File: src/rtl/da2_tx.sv
// -----------------------------------------------------------------------------
// da2_tx : serial transmitter for the Pmod DA2 (two DAC121S101 12-bit DACs).
//
// An update request latches one 16-bit frame per channel, {2'b00, pd, value},
// and shifts both frames out MSB first on DINA/DINB with a shared SCLK/SYNC.
// SCLK is derived from clk: each SCLK half-period is CLK_DIV clk cycles.
// A frame occupies 32*CLK_DIV cycles with SYNC low, followed by a 2*CLK_DIV
// cycle gap with SYNC high; busy covers both (34*CLK_DIV cycles).
//
// Build option:
//   DA2_DUAL_EN  defined   : channel B is transmitted on DINB.
//                undefined : DINB is tied low and valueB is not registered.
//
// Ports:
//   clk     in   system clock, rising edge
//   rst     in   asynchronous reset, active low
//   update  in   request to send (ignored while busy)
//   pd      in   [1:0]  DAC power-down bits
//   valueA  in   [11:0] channel A code
//   valueB  in   [11:0] channel B code
//   SCLK    out  serial clock, idles high; DAC samples on its falling edge
//   SYNC    out  frame sync, active low
//   DINA    out  serial data, channel A
//   DINB    out  serial data, channel B
//   busy    out  high during a frame and its trailing gap
// -----------------------------------------------------------------------------
module da2_tx #(
  parameter int CLK_DIV = 5
) (
  input  logic        clk,
  input  logic        rst,
  input  logic        update,
  input  logic [1:0]  pd,
  input  logic [11:0] valueA,
  input  logic [11:0] valueB,
  output logic        SCLK,
  output logic        SYNC,
  output logic        DINA,
  output logic        DINB,
  output logic        busy
);

  localparam int CNT_W = $clog2(2 * CLK_DIV + 1);
  localparam logic [CNT_W-1:0] HALF_TC = CNT_W'(CLK_DIV - 1);
  localparam logic [CNT_W-1:0] GAP_TC  = CNT_W'(2 * CLK_DIV - 1);

  typedef enum logic [1:0] {
    IDLE = 2'd0,
    SEND = 2'd1,
    GAP  = 2'd2
  } state_t;

  state_t           state;
  state_t           state_nxt;
  logic [CNT_W-1:0] cnt;
  logic [3:0]       idx;
  logic [15:0]      frame_a;
  logic [15:0]      sh_a;

  logic accept;
  logic sclk_rise;
  logic last_rise;
  logic gap_done;

  assign frame_a = {2'b00, pd, valueA};

  // State register
  always_ff @(posedge clk or negedge rst) begin
    if (!rst) begin
      state <= IDLE;
    end else begin
      state <= state_nxt;
    end
  end

  // Next-state logic
  always_comb begin
    state_nxt = state;
    unique case (state)
      IDLE:    if (accept)    state_nxt = SEND;
      SEND:    if (last_rise) state_nxt = GAP;
      GAP:     if (gap_done)  state_nxt = IDLE;
      default: state_nxt = IDLE;
    endcase
  end

  // Per-state strobes; busy is always low in IDLE, so update alone accepts.
  always_comb begin
    accept    = 1'b0;
    sclk_rise = 1'b0;
    last_rise = 1'b0;
    gap_done  = 1'b0;
    unique case (state)
      IDLE: accept = update;
      SEND: begin
        if (cnt == HALF_TC && !SCLK) begin
          sclk_rise = 1'b1;
          last_rise = (idx == 4'd0);
        end
      end
      GAP:     gap_done = (cnt == GAP_TC);
      default: ;
    endcase
  end

  // Control and pin registers
  always_ff @(posedge clk or negedge rst) begin
    if (!rst) begin
      SCLK <= 1'b1;
      SYNC <= 1'b1;
      DINA <= 1'b0;
      busy <= 1'b0;
      cnt  <= '0;
      idx  <= 4'd0;
    end else if (accept) begin
      SYNC <= 1'b0;
      busy <= 1'b1;
      DINA <= frame_a[15];
      idx  <= 4'd15;
      cnt  <= '0;
    end else if (state == SEND) begin
      if (cnt == HALF_TC) begin
        cnt  <= '0;
        SCLK <= ~SCLK;
      end else begin
        cnt <= cnt + CNT_W'(1);
      end
      // Falls leave data alone; each rise presents the next bit or closes the frame.
      if (sclk_rise) begin
        if (last_rise) begin
          SYNC <= 1'b1;
          DINA <= 1'b0;
        end else begin
          idx  <= idx - 4'd1;
          DINA <= sh_a[15];
        end
      end
    end else if (state == GAP) begin
      if (gap_done) begin
        cnt  <= '0;
        busy <= 1'b0;
      end else begin
        cnt <= cnt + CNT_W'(1);
      end
    end
  end

  // Shift register holds the bits still to be sent after the current one.
  always_ff @(posedge clk) begin
    if (accept) begin
      sh_a <= {frame_a[14:0], 1'b0};
    end else if (sclk_rise && !last_rise) begin
      sh_a <= {sh_a[14:0], 1'b0};
    end
  end

`ifdef DA2_DUAL_EN
  logic [15:0] frame_b;
  logic [15:0] sh_b;

  assign frame_b = {2'b00, pd, valueB};

  always_ff @(posedge clk or negedge rst) begin
    if (!rst) begin
      DINB <= 1'b0;
    end else if (accept) begin
      DINB <= frame_b[15];
    end else if (sclk_rise) begin
      DINB <= last_rise ? 1'b0 : sh_b[15];
    end
  end

  always_ff @(posedge clk) begin
    if (accept) begin
      sh_b <= {frame_b[14:0], 1'b0};
    end else if (sclk_rise && !last_rise) begin
      sh_b <= {sh_b[14:0], 1'b0};
    end
  end
`else
  // Single-channel build: DINB kept for pin compatibility only.
  logic unused_value_b;
  assign unused_value_b = ^valueB;
  assign DINB = 1'b0;
`endif

endmodule

File: config.mk
export PLATFORM = sky130hd
export DESIGN_NAME = da2_tx
export DESIGN_NICKNAME = d
export VERILOG_FILES = /design/src/rtl/da2_tx.sv
export SDC_FILE = /design/constraint.sdc
export NUM_CORES = 1
export LEC_CHECK = 0
export CAP_MARGIN = 30
export CORE_ASPECT_RATIO = 1.5
export CORE_MARGIN = 2
export CORE_UTILIZATION = 40
export DETAILED_ROUTE_END_ITERATION = 6
export DONT_BUFFER_PORTS = 1
export PLACE_DENSITY = 0.54
export SKIP_CTS_REPAIR_TIMING = 1
export SLEW_MARGIN = 20
export SYNTH_ARGS = -nofsm -noshare
export SYNTH_HDL_FRONTEND = slang
export SYNTH_SLANG_ARGS = --single-unit
export TNS_END_PERCENT = 5
File: constraint.sdc
create_clock -name clk -period 3.9 [get_ports clk]
set_input_delay 0 -clock clk [delete_from_list [all_inputs] [get_ports clk]]
set_output_delay 0 -clock clk [all_outputs]
set_load 0.02 [all_outputs]
Word-level counts from Yosys, hierarchy flattened:

Index checks and enable logic that the tools add are counted.

* $add $sub $neg: 2
* eq/ne operators: 9
* muxes and demuxes: 33
* bitwise gates (word level): 2
* reductions and logical operators: 19

Operators by type and width (count)
* 4-bit two-way mux: 9
* 15-bit two-way mux: 2
* 1-bit two-way mux: 18
* 3-bit AND reduction: 5
* 2-bit nonzero test: 6
* 2-bit inequality test, second input constant: 5
* 2-bit two-way mux: 3
* 2-bit case mux with 3 select lines: 1
* 4-bit by 1-bit adder with 4-bit output, second input constant: 1
* 4-bit by 3-bit equality test with 1-bit output, second input constant: 1
* 4-bit equality test, second input constant: 1
* 4-bit zero test: 1
* 4-bit by 1-bit subtractor with 4-bit output, second input constant: 1
* 3-bit nonzero test: 1
* 2-bit by 1-bit equality test with 1-bit output, second input constant: 1
* 2-bit equality test, second input constant: 1
* 1-bit logical AND: 2
* 1-bit zero test: 2
* 2-bit zero test: 1
* 1-bit inverter: 2
* 2-bit AND reduction: 1

* bits in registers: 29
* input bits: 29
* output and inout port bits: 5
* logic and storage cells: 74

Depth between registers and ports, before layout:

Gate-level depths: netlist (run 1).

* word-level depth: 8
* gate-level depth with buffers: 6
* mapped depth without buffers: 6

Worst setup path after synthesis (run 1):

OpenSTA, ideal clock, no wires.

* path type: reg-to-reg
* from: reg idx[0]
* to: reg idx[0]
* library setup time: 125 ps
* arrival time: 1694 ps
* data required time: 3775 ps
* path slack: 2081 ps
* cell stages (with the launch flop): 7
* buffers on the path: 0
* period minus slack after synthesis: 1819 ps
* cell sequence: dfrtp_1 > inv_1 > ha_1 > or4b_4 > nand4b_4 > nand2_2 > mux2_4

* longest elaborated chain between the ends: 5
* elaborated cells between the ends (all ways): 10
* those cells by class: add/sub: 1; eq/ne: 1; mux: 6; reduce/logical: 2

Ends and longest elaborated chain
* start: declaration: RTL line 56 `logic [3:0] idx;`
* start signal: assignment: RTL line 134 `idx <= idx - 4'd1;`
* 4-bit by 1-bit subtractor with 4-bit output / 4-bit zero test (equally long branches): RTL line 134, 98
* 4-bit two-way mux / 1-bit two-way mux (equally long branches): RTL line 130, 96
* 4-bit two-way mux / 1-bit two-way mux (equally long branches): RTL line 129, 93
* 4-bit two-way mux / 2-bit inequality test (equally long branches)
* 4-bit two-way mux / 3-bit AND reduction (equally long branches)

Parallel ways exist; a longest one is shown, timed or not. The select of a mux whose other input is x is not followed.
A chain may end at the register's enable or synchronous reset.

Worst setup path after layout (run 1):

Ends and elaborated chain as after synthesis.

==> out/qor.txt, run 1 <==
CTS root buf = clkbuf_8
CP peak stage delay = 0.49 ns
fin nets = 194
IO Pins = 34
CP top delay family = simple AND/OR/NAND/NOR gates
first-pass GRT wire length = 4370 um
Clock Latency Late Sink = 0.27 ns
Synth Register Bits = 29
sum of negative setup slack = 0 ns
DR vias/cell = 5.08
largest net degree at the start of global routing = 20
Synth Flop Type = edfxtp_1
Cell Pwr Density = 630 nW/um^2
initial antenna violation count = 0
Overflow after GRT = 0
Placement Setup Slack = 1.88 ns
core area = 3450 um^2
dpl hpwl = 1770 um
Residual DRC = 0
clk sink count = 29
initial core utilization = 42.3%
Synth Instances = 143
via count = 1031
worst setup margin = 1.89 ns
final hold vios = 1
worst r2r path cells = 6
Max Cap Viol = 0
worst-margin pin slew = 0.663 ns
status = finished, violations left
Tmin final = 2.01 ns
total nets after synthesis = 177
Die ar. = 4150 um^2
layout cells sized above 1 = 8.70%
WL/cell = 12.8 um
synthesized area per cell = 10.2 um^2
relative slew slack = 55.7%
Slew Viols, Final = 0
vias in the first global route = 1009
CP max stage cell = or4b_4
Total GRT Usage = 14.3%
final setup violation count = 0
First-pass DRT Iterations = 4
Worst path depth = 6
failing checks = negative hold slack
Worst Hold Class = in -> reg
ant diodes = 0
Area growth syn-to-layout = 17.6%
Crit path buffers/inverters = 1
fraction of registers with async set/reset = 48.3%
Seq/Total Area, Yosys = 54.4%
Setup crit start kind = register
Hold WS = -0.0536 ns
Syn. warnings = 0
unrepaired setup endpoints after global routing = no
clock transition at the registers of the reported paths = 0.06 ns
CTS tree = yes
period utilization = 51.6%
routability-driven placement congestion ratio = 0.728
EDFF count, synth = 14
Hold Path Stages = 2
Die Ht = 77.9 um
Fin Clk Skew = 0.00532 ns
Worst EP required = 4.05 ns
total power = 0.00108 W
synth unique cells = 41
initial drt markers = 18
Buffers on Ports = 0
CTS Buf Count = 5
FP Rows = 26
CP endpoint kind = register
H-tree depth = 2
number of routed nets with antenna violations = 0
Max IR drop VDD = 0.343 mV
Die W = 53.3 um
leakage power = 0.734 nW
Post-Syn Area = 1460 um^2
number of buffers on the longest clock path = 2
worst-path cell chain = inv_1, ha_1, or4b_4, nand4b_4, nand2_2, mux2_4
critical path peak fanout = 15
CP arrival = 2.16 ns
final wirelength = 2600 um
Achievable Freq = 497 MHz
Crit Path Category = reg -> reg
## report_power, final
group | internal, W | leakage [nW] | total [W] | switching, W
combinational | 0.000146 | 0.401 | 0.000320 | 0.000174
clock | 0.000124 | 0.0399 | 0.000228 | 0.000104
sequential | 0.000442 | 0.293 | 0.000533 | 0.0000910
## state kept, by name, indices dropped and copies added (netlist names)
signal and flops:
cnt 4, DINA 1, idx 4, SCLK 1, sh_a 15, busy 1
SYNC 1, state 2
## path summary, 6_finish.rpt
path                            slack (ns)     end      from
worst min register to register        0.46    DINA  sh_a[15]
worst min-delay path                 -0.05    busy    update
worst max-delay path                  1.89  idx[0]    idx[0]
max in group asynchronous             3.27  idx[0]       rst
worst max register to register        1.89  idx[0]    idx[0]
min in group asynchronous             0.20    busy       rst
## cell families (layout without fill, tap and decap cells)
logic type,Yosys count,after routing,synth area share [%]
AOI/OAI and AO/OA,21,21,9.18
xor gates and xnor gates,1,1,0.601
adders and majority gates,5,5,4.29
buffers and inverters,14,32,4.38
DFF,29,29,54.4
muxes,4,4,3.09
other,1,1,0.257
and+or+nand+nor,68,68,23.8
## area by class of cell
cell class / instances / area (um^2)
clock inverters: 1 / 3.75
clock buffers: 7 / 76.3
fillers: 339 / 1730
multi-input cells: 100 / 601
flip-flops and latches: 29 / 793
inverters: 8 / 30.0
well taps: 42 / 52.6
repair buffers: 16 / 158
## cell usage in the layout, fill, tap and decap left out, types with 3 or more instances in the layout
cell           instances
mux2i_1                3
o21ai_0                8
nor2_1                 6
edfxtp_1              14
dlygate4sd3_1         15
dfrtp_1               12
clkbuf_8               5
ha_1                   5
inv_1                  8
nand2_1               43
a21oi_1                3
## cell usage after synthesis, types with 2 or more instances
library cell | n | share of area, %
nand2_1 | 43 | 11
edfxtp_1 | 14 | 29
dfrtp_1 | 12 | 21
inv_1 | 8 | 2.1
o21ai_0 | 8 | 2.7
nor2_1 | 6 | 1.5
ha_1 | 5 | 4.3
a21oi_1 | 3 | 1.0
buf_2 | 3 | 1.0
mux2i_1 | 3 | 2.1
a21o_1 | 2 | 1.0
buf_4 | 2 | 1.0
dfstp_2 | 2 | 3.6
nand2b_1 | 2 | 0.86
nand3_1 | 2 | 0.69
nand3b_1 | 2 | 1.0
o31ai_1 | 2 | 1.0
## layer usage
metal / wire length [um] / part of all wire (%) / global-route usage (%)
met2: 1350 / 52 / 23.1
met4: 48 / 1.8 / 6.92
met3: 100 / 3.8 / 4.04
met5: 0 / 0 / 0
met1: 1110 / 43 / 16.7
## stage by stage
stage / cells / utilization [%] / area [um^2] / hold WS, ns
final: 203 / 49.7 / 1710 / -0.0536
after global placement: 179 / 42.8 / 1480 / -0.295
after floorplan: 143 / - / 1460 / -0.296
after detailed placement: 179 / 42.8 / 1480 / -0.295
after CTS: 187 / 45.1 / 1560 / -0.592
after global routing: 203 / 49.7 / 1710 / 0.0278
Power figures use the tool's default switching activity.
==> inputs of run 2 (changes only) <==
==> constraint.sdc (replaced) <==
create_clock -name clk -period 1.99 [get_ports clk]
set_input_delay 0 -clock clk [delete_from_list [all_inputs] [get_ports clk]]
set_output_delay 0 -clock clk [all_outputs]
set_load 0.02 [all_outputs]
==> out/qor.txt, run 2 (synthesized netlist as in run 1, its figures left out) <==
FP Rows = 26 (unchanged)
dpl hpwl = 1940 um (+9.6%)
fin nets = 201 (+3.6%)
CTS root buf = clkbuf_8
number of buffers on the longest clock path = 2 (unchanged)
clock transition at the registers of the reported paths = 0.06 ns (about the same)
Die ar. = 4150 um^2 (unchanged)
initial core utilization = 42.3% (unchanged)
Clock Latency Late Sink = 0.27 ns (about the same)
via count = 1067 (+3.5%)
worst-path cell chain = inv_1, ha_1, and3b_1, nand4b_4, buf_4, nor4_1, mux2i_1
Die Ht = 77.9 um (unchanged)
CP endpoint kind = register
Max IR drop VDD = 0.620 mV (+81%)
Buffers on Ports = 0 (unchanged)
IO Pins = 34 (unchanged)
CTS Buf Count = 5 (unchanged)
status = complete, no violations
worst-margin pin slew = 0.658 ns (-0.00541 ns)
period utilization = 90.6% (+39 points)
WL/cell = 13.0 um (+0.97%)
ant diodes = 0 (unchanged)
H-tree depth = 2 (unchanged)
CTS tree = yes
first-pass GRT wire length = 4520 um (+3.3%)
CP arrival = 2.00 ns (-0.16 ns)
Total GRT Usage = 15.0% (+0.70 points)
Worst EP required = 2.18 ns (-1.87 ns)
Fill cells = 363 (+7.1%)
relative slew slack = 56.0% (+0.36 points)
routability-driven placement congestion ratio = 0.745 (+2.3%)
DR vias/cell = 5.08 (about the same)
layout cells sized above 1 = 11.9% (+3.2 points)
Fin Clk Skew = 0.00211 ns (-0.00321 ns)
CP peak stage delay = 0.40 ns (-0.09 ns)
critical path peak fanout = 6 (-9)
final hold vios = 0 (-1)
commonest non-fill, non-tap cells in the layout = 43 x nand2_1, 16 x dlygate4sd3_1, 14 x edfxtp_1, 12 x dfrtp_1
Top reg by flops = sh_a
area of placed instances = 1530 um^2 (+3.6%)
Worst Hold Class = in -> reg
initial antenna violation count = 0 (unchanged)
clk sink count = 29 (unchanged)
CP max stage cell = dfrtp_1
unrepaired setup endpoints after global routing = no
Residual DRC = 0 (unchanged)
Tmin final = 1.80 ns (-0.207 ns)
Crit Path Category = reg -> reg
Overflow after GRT = 0 (unchanged)
core area = 3450 um^2 (unchanged)
final wirelength = 2720 um (+4.5%)
Setup crit start kind = register
flip-flop count of the largest register, all copies and words added = 15 (unchanged)
cell area after layout = 1770 um^2 (+3.2%)
Regs by FF count = sh_a x15, cnt x4, idx x4
CP top delay family = simple AND/OR/NAND/NOR gates
largest net degree at the start of global routing = 18 (-10%)
number of routed nets with antenna violations = 0 (unchanged)
final setup violation count = 0 (unchanged)
Max Cap Viol = 0 (unchanged)
most common cell after layout, fill and taps aside = nand2_1
sum of negative setup slack = 0 ns (unchanged)
Area growth syn-to-layout = 21.4%
Crit path buffers/inverters = 2 (+1)
leakage power = 0.766 nW (+4.4%)
Slew Viols, Final = 0 (unchanged)
vias in the first global route = 1022 (+1.3%)
First-pass DRT Iterations = 4 (unchanged)
initial drt markers = 11 (-7)
Cell Pwr Density = 1230 nW/um^2 (+95%)
Die W = 53.3 um (unchanged)
Achievable Freq = 554 MHz (+11%)
[run 2: cell types whose count changed in the layout (fill, tap and decap cells not counted)]
cell	delta
buf_4	+6
dlygate4sd3_1	+1
[run 2: final timing paths]
path	start	to	slack, ns	cells past startpoint
worst min-delay path	update	cnt[3]	0.04	3
worst min register to register	sh_a[15]	DINA	0.46	2
max in group asynchronous	rst	idx[0]	1.37	1
worst max register to register	cnt[1]	idx[3]	0.19	7
min in group asynchronous	rst	cnt[0]	0.20	1
worst max-delay path	cnt[1]	idx[3]	0.19	7
[run 2: power breakdown]
part / total, W / internal [W] / leakage, nW / switching [W]
sequential: 0.00100 / 0.000864 / 0.293 / 0.000136
combinational: 0.000730 / 0.000328 / 0.434 / 0.000402
clock: 0.000444 / 0.000243 / 0.0399 / 0.000201
total: 0.00217 / 0.00143 / 0.766 / 0.000739
[run 2: worst register-to-register path: cells and delay by family (launching register included)]
family / cells / cell delay, ns
buffers and inverters: 2 / 0.29
and+or+nand+nor: 3 / 0.63
muxes: 1 / 0.23
DFF: 1 / 0.40
adders and majority gates: 1 / 0.19
[run 2: area by class of cell]
class                      instances  area, um^2  share of cell area [%]
clock inverter                     1        3.75                   0.212
tap                               42        52.6                    2.97
sequential                        29         793                    44.8
timing repair buffer              23         213                    12.0
clock buffer                       7        76.3                    4.31
multi-input combinational        100         601                    33.9
inverter                           8        30.0                    1.70
[run 2: metrics by stage]
step                      power, W  hold slack [ns]  std cells  util [%]  worst slack, ns
after global placement     0.00168           -0.295        186      44.3            0.213
final                      0.00217           0.0404        210      51.3            0.186
after floorplan            0.00152           -0.296        143         -            0.171
after CTS                  0.00218           -0.594        194      46.7            0.163
after detailed placement   0.00172           -0.295        186      44.3            0.188
after global routing       0.00236           0.0658        210      51.3           0.0203
[run 2: routing by layer]
layer  track usage, %  share of wire (%)  vias up
li1                 -                  -      529
met1             15.8                 40      512
met2             25.1                 54       22
met3             5.19                4.0        4
met4             7.69                1.7        0
met5                0                  0        -
